## config.mk

```make
export PLATFORM = sky130hd
export DESIGN_NAME = sprite_bitmap_loader
export DESIGN_NICKNAME = d
export VERILOG_FILES = /design/src/rtl/sprite_bitmap_loader.sv
export SDC_FILE = /design/constraint.sdc
export NUM_CORES = 2
export LEC_CHECK = 0
export ABC_CLOCK_PERIOD_IN_PS = 2800
export CORE_AREA = 2 2 373 375
export CTS_CLUSTER_DIAMETER = 150
export DETAILED_ROUTE_END_ITERATION = 8
export DIE_AREA = 0 0 375 377
export PLACE_DENSITY_LB_ADDON = 0.3
export REMOVE_ABC_BUFFERS = 1
export SLEW_MARGIN = 20
export SYNTH_ARGS = -nofsm -noshare
export SYNTH_HDL_FRONTEND = slang
export SYNTH_SLANG_ARGS = --single-unit
```

## constraint.sdc

```tcl
create_clock -name clk -period 2.8 [get_ports clk]
set_input_delay 0.56 -clock clk [delete_from_list [all_inputs] [get_ports clk]]
set_output_delay 0.56 -clock clk [all_outputs]
set_load 0.01 [all_outputs]
```

## src/rtl/sprite_bitmap_loader.sv

```systemverilog
// Sprite bitmap RAM with a byte-stream loader on the write side.
// Read port is a drop-in for a registered bitmap ROM fetch.
//
// Ports:
//   clk, reset    system clock, synchronous active-high reset
//   cmd_start     one-cycle pulse that starts a load
//   cmd_base      first RAM byte address of the load
//   cmd_len       byte count, 0..2^ADDR_WIDTH
//   load_valid    load_data holds a byte
//   load_data     bitmap byte (even addr = row[7:0], odd = row[15:8])
//   load_ready    loader accepts a byte this cycle
//   render_busy   renderer busy; holds off writes when gating is on
//   rd_addr       renderer fetch address
//   rd_bits       registered read data, one cycle after rd_addr
//   busy          load in progress
//   done          one-cycle pulse when a load completes
//   cmd_error     one-cycle pulse when a cmd_start was rejected
module sprite_bitmap_loader #(
  parameter int ADDR_WIDTH     = 8,
  parameter bit GATE_ON_RENDER = 1'b1
) (
  input  logic                  clk,
  input  logic                  reset,
  input  logic                  cmd_start,
  input  logic [ADDR_WIDTH-1:0] cmd_base,
  input  logic [ADDR_WIDTH:0]   cmd_len,
  input  logic                  load_valid,
  input  logic [7:0]            load_data,
  output logic                  load_ready,
  input  logic                  render_busy,
  input  logic [ADDR_WIDTH-1:0] rd_addr,
  output logic [7:0]            rd_bits,
  output logic                  busy,
  output logic                  done,
  output logic                  cmd_error
);

  localparam int DEPTH = 1 << ADDR_WIDTH;
  localparam logic [ADDR_WIDTH:0] LEN_ONE = 1;

  typedef enum logic [1:0] {
    IDLE,
    LOAD,
    DONE
  } state_t;

  state_t state;
  state_t state_nxt;

  logic [ADDR_WIDTH-1:0] wr_ptr;
  logic [ADDR_WIDTH-1:0] wr_ptr_nxt;
  logic [ADDR_WIDTH:0]   remaining;
  logic [ADDR_WIDTH:0]   remaining_nxt;
  logic                  err_q;
  logic                  err_nxt;
  logic                  xfer;
  logic                  reject;

  logic [7:0] ram [DEPTH];

  always_comb begin
    state_nxt     = state;
    wr_ptr_nxt    = wr_ptr;
    remaining_nxt = remaining;
    load_ready    = 1'b0;
    xfer          = 1'b0;
    unique case (state)
      IDLE: begin
        if (cmd_start) begin
          if (cmd_len != '0) begin
            wr_ptr_nxt    = cmd_base;
            remaining_nxt = cmd_len;
            state_nxt     = LOAD;
          end else begin
            state_nxt = DONE;
          end
        end
      end
      LOAD: begin
        load_ready = !GATE_ON_RENDER || !render_busy;
        xfer       = load_valid && load_ready;
        if (xfer) begin
          wr_ptr_nxt    = wr_ptr + 1'b1;
          remaining_nxt = remaining - LEN_ONE;
          if (remaining == LEN_ONE) begin
            state_nxt = DONE;
          end
        end
      end
      DONE: begin
        state_nxt = IDLE;
      end
      default: begin
        state_nxt = IDLE;
      end
    endcase
  end

  assign busy   = (state == LOAD);
  assign done   = (state == DONE);
  assign reject = cmd_start && (state != IDLE);

  // A reject landing on the final byte would collide with the
  // done pulse; hold it one more cycle so the two never overlap.
  assign err_nxt   = reject || (err_q && done);
  assign cmd_error = err_q && !done;

  always_ff @(posedge clk) begin
    if (reset) begin
      state     <= IDLE;
      wr_ptr    <= '0;
      remaining <= '0;
      err_q     <= 1'b0;
      rd_bits   <= '0;
    end else begin
      state     <= state_nxt;
      wr_ptr    <= wr_ptr_nxt;
      remaining <= remaining_nxt;
      err_q     <= err_nxt;
      rd_bits   <= ram[rd_addr];
    end
  end

  // No reset on the array: contents survive an aborted load.
  // The reset term stops a byte landing on the abort edge.
  always_ff @(posedge clk) begin
    if (xfer && !reset) begin
      ram[wr_ptr] <= load_data;
    end
  end

endmodule

```

==> results.sh <==
export IMPL_setup_violations=2
export IMPL_die_h_um=377
export IMPL_grt_pass1_wl_um=315500
export IMPL_comb_power_share_pct=6.0
export IMPL_ios=50
export IMPL_seq_area_um2=62060
export IMPL_clkLatencyLatePin_ps=850
export IMPL_core_um2=137000
export IMPL_wl_um=220600
export IMPL_leakage_nw=32.25
export IMPL_clk_pin_slew_ps=60
export IMPL_required_ps=3480
export IMPL_rsz0062_at_grt="false"
export IMPL_cts_inserted_buffers=198
export IMPL_cp_startpoint="rd_addr[0]"
export IMPL_nFillCells=8035
export IMPL_timing_worst_setup_path_type="in -> reg"
export IMPL_clock_skew_ps=30.45
export IMPL_cts_hold_buf=0
export IMPL_status="complete, but fails checks"
export IMPL_synth_xor_area_share_pct=0
export IMPL_clockBufferDepth=3
export IMPL_peakVddDrop_uv=571.9
export IMPL_worst_pin_slew_ps=1069
export IMPL_postCtsSetupBuffers=0
export IMPL_clkPwrFrac_pct=40.7
export IMPL_rows=136
export IMPL_cp_max_fo=19
export IMPL_start_util_pct=59.82
export IMPL_switching_share_pct=21.60
export IMPL_slew_violations=0
export IMPL_synth_top_family_by_area="multiplexers"
export IMPL_violations="negative setup slack"
export IMPL_yosys_top_cells_area="edfxtp_1 75%, mux4_2 8.8%, mux2i_1 3.2%"
export IMPL_gp_routability_congestion=0.9449
export IMPL_netlist_instances=4170
export IMPL_fin_ws_ps=-76.03
export IMPL_p_int_mw=50.31
export IMPL_design_power_total_mw=64.18
export IMPL_yosys_area_top_type="edfxtp_1"
export IMPL_vias=45947
export IMPL_htree_num_levels=4
export IMPL_hold_viol=0
export IMPL_startpoint_type="input port"
export IMPL_dpl_hpwl_um=143300
export IMPL_dr_pass1_iters=8
export IMPL_period_share_pct=102.7
export IMPL_ys_ff_latch=2076
export IMPL_rr_startpoint="ram[76][3]$_DFFE_PP_"
export IMPL_track_usage_pct=31.45
export IMPL_dieArea_um2=141400
export IMPL_synth_area_per_cell_um2=19.65
export IMPL_drcViolationCount=0
export IMPL_regToRegSetupSlack_ps=300
export IMPL_endpoint_kind="flip-flop"
export IMPL_critPathCapture="rd_bits[3]$_SDFF_PP0_"
export IMPL_io_buffers=49
export IMPL_synth_top_area_share_pct=75.05
export IMPL_synthMuxAreaShare_pct=14.21
export IMPL_drtAntennaViolNets=0
export IMPL_ys_types=65
export IMPL_rr_endpoint="rd_bits[3]$_SDFF_PP0_"
export IMPL_switchingPower_mw=13.86
export IMPL_rr_worst_depth=7
export IMPL_max_freq_ghz=0.3477
export IMPL_syn_area_um2=81950
export IMPL_finalNetCount=4992
export IMPL_initialDrtViolationCount=6838
export IMPL_finalSetupTns_ps=-109.0
export IMPL_drive_gt1_share_pct=28.83
export IMPL_cts_root_buffer="clkbuf_16"
export IMPL_synth_simple_area_share_pct=3.634
export IMPL_p_per_area_nw_per_um2=666.5
export IMPL_synth_adder_area_share_pct=0.09161
export IMPL_grt_overflow_total=0
export IMPL_antenna_found_initial=9
export IMPL_grt_start_max_net_pins=98
export IMPL_period_needed_ps=2876
export IMPL_via_per_inst=6.641
export IMPL_cts_sinks=2076
export IMPL_die_w_um=375
export IMPL_critPathArrivalTime_ps=3550
export IMPL_multi_input_area_um2=18080
export IMPL_syn_to_final_growth_pct=17.50
export IMPL_synth_main_ff_cell="edfxtp_1"
export IMPL_relSlewSlack_pct=27.99
export IMPL_synth_async_reset_ratio_pct=0
export IMPL_grt_pass1_vias=45533
export IMPL_synth_seq_area_share_pct=75.73
export IMPL_seqPwrFrac_pct=53.4
export IMPL_wire_per_inst_um=31.88
export IMPL_hp_class="in -> reg"
export IMPL_timing_hold_ws_ps=151.6
export IMPL_cap_violations=0
export IMPL_synth_warnings=0
export IMPL_synth_compound_area_share_pct=3.999
export IMPL_synth_edff_count=2048
export IMPL_cts_tree="yes"
[kinds of logic (layout without fill, tap and decap cells)]
logic type / Yosys count / count (layout)
buffers and inverters: 271 / 1220
multiplexers: 674 / 674
flip-flops: 2076 / 2076
AO/OA/AOI/OAI: 475 / 475
AND/OR/NAND/NOR: 668 / 668
other: 0 / 6
adder cells (fa/ha/maj): 6 / 6
[registers in the layout, indices dropped and copies added, names as in the netlist]
| signal | cells |
|---|---|
| err_q | 1 |
| ram | 2048 |
| rd_bits | 8 |
| remaining | 9 |
| state | 2 |
| wr_ptr | 8 |
[how the worst min path moves through the flow]
stage / depth (start not counted) / endpoint / from / slack, ps
6_report: 1 / ram[167][0]$_DFFE_PP_ / load_data[0] / 150
5_1_grt: 1 / ram[176][0]$_DFFE_PP_ / load_data[0] / 140
4_1_cts: 1 / ram[167][0]$_DFFE_PP_ / load_data[0] / 120
3_5_place_dp: 2 / remaining[3]$_SDFFE_PP0P_ / remaining[3]$_SDFFE_PP0P_ / 500
3_3_place_gp: 2 / remaining[3]$_SDFFE_PP0P_ / remaining[3]$_SDFFE_PP0P_ / 490
2_1_floorplan: 2 / remaining[6]$_SDFFE_PP0P_ / remaining[6]$_SDFFE_PP0P_ / 470
[worst max-delay path: stages]
cell and delay, ps:
buf_8 270, buf_12 240, buf_12 150, buf_4 250, mux2_2 380, a21oi_1 170, o21ai_0 160, o22ai_1 160
a21oi_1 100, o21ai_0 860, o41ai_1 200
[cells in the mapped netlist (4+ instances only)]
| cell type | n |
|---|---|
| nor3_1 | 56 |
| nor2_1 | 356 |
| o221ai_1 | 40 |
| nor2b_1 | 21 |
| a22o_1 | 7 |
| o21ai_1 | 5 |
| o22ai_1 | 61 |
| buf_2 | 47 |
| nor4_1 | 25 |
| or3_1 | 8 |
| mux2i_1 | 260 |
| a21oi_1 | 64 |
| nand2_1 | 78 |
| ha_1 | 6 |
| o32ai_1 | 17 |
| buf_8 | 22 |
| o21ai_0 | 98 |
| buf_6 | 29 |
| nor3b_1 | 6 |
| nand4_1 | 15 |
| a22oi_1 | 56 |
| a31oi_1 | 6 |
| a311oi_1 | 4 |
| o31ai_1 | 10 |
| mux2_2 | 42 |
| o211ai_1 | 6 |
| and3_1 | 8 |
| buf_4 | 26 |
| buf_12 | 10 |
| inv_1 | 7 |
| a221oi_1 | 40 |
| and2_1 | 5 |
| nand2b_1 | 11 |
| a2111oi_0 | 11 |
| clkbuf_8 | 8 |
| o221a_2 | 8 |
| mux4_1 | 52 |
| edfxtp_1 | 2048 |
| clkbuf_1 | 100 |
| mux4_2 | 320 |
| dfxtp_1 | 28 |
| clkbuf_4 | 5 |
| buf_1 | 13 |
| nand3_1 | 62 |
| a211oi_1 | 29 |
[layout make-up]
type	count	area share (%)
sequential	2076	64.45
antenna	6	0.01559
clock buffer	250	5.392
timing repair buffer	840	7.842
inverter	9	0.03508
clock inverter	121	1.156
tap	1794	2.331
multi-input combinational	1823	18.78
[placed cells by master (no fill, tap or decap), types with 55 or more instances in the layout]
| master | count |
|---|---|
| buf_4 | 704 |
| nand2_1 | 77 |
| edfxtp_1 | 2048 |
| nand3_1 | 58 |
| a21oi_1 | 64 |
| a22oi_1 | 56 |
| nor3_1 | 55 |
| nor2_1 | 354 |
| clkbuf_16 | 200 |
| buf_12 | 86 |
| mux4_2 | 320 |
| o22ai_1 | 61 |
| mux2i_1 | 260 |
| o21ai_0 | 98 |
[per-layer routing]
layer | share of wire (%) | GRT usage (%) | up-vias
li1 | - | - | 18777
met1 | 36 | 41.98 | 23624
met2 | 48 | 49.49 | 3022
met3 | 11 | 7.530 | 516
met4 | 5.1 | 14.93 | 8
met5 | 0.024 | 0 | -
[per-stage QoR]
stage | setup slack [ps] | util [%] | cell area [µm²] | std cells
6_report | -76.03 | 70.30 | 96290 | 6919
5_1_grt | 20.96 | 70.29 | 96280 | 6913
4_1_cts | 23.54 | 70.26 | 96250 | 6913
3_5_place_dp | -899.9 | 65.65 | 89930 | 6542
3_3_place_gp | -862.2 | 65.65 | 89930 | 6542
2_1_floorplan | -706.2 | - | 80070 | 3908
[power groups by stage]
stage               Combinational (mW)  Clock (mW)  Sequential, mW
finish                            3.83        26.1            34.3
global route                      3.99        27.4            34.2
CTS                               3.78        26.3            34.2
detailed placement                3.75           0            34.9
global placement                  3.68           0            34.9
floorplan                         1.29           0            34.9
[timing repair]
action                     CTS  global route
setup endpoints to repair    3             2
cloned                       0             0
resized for setup            6             3
(Power assumes the default switching activity.)
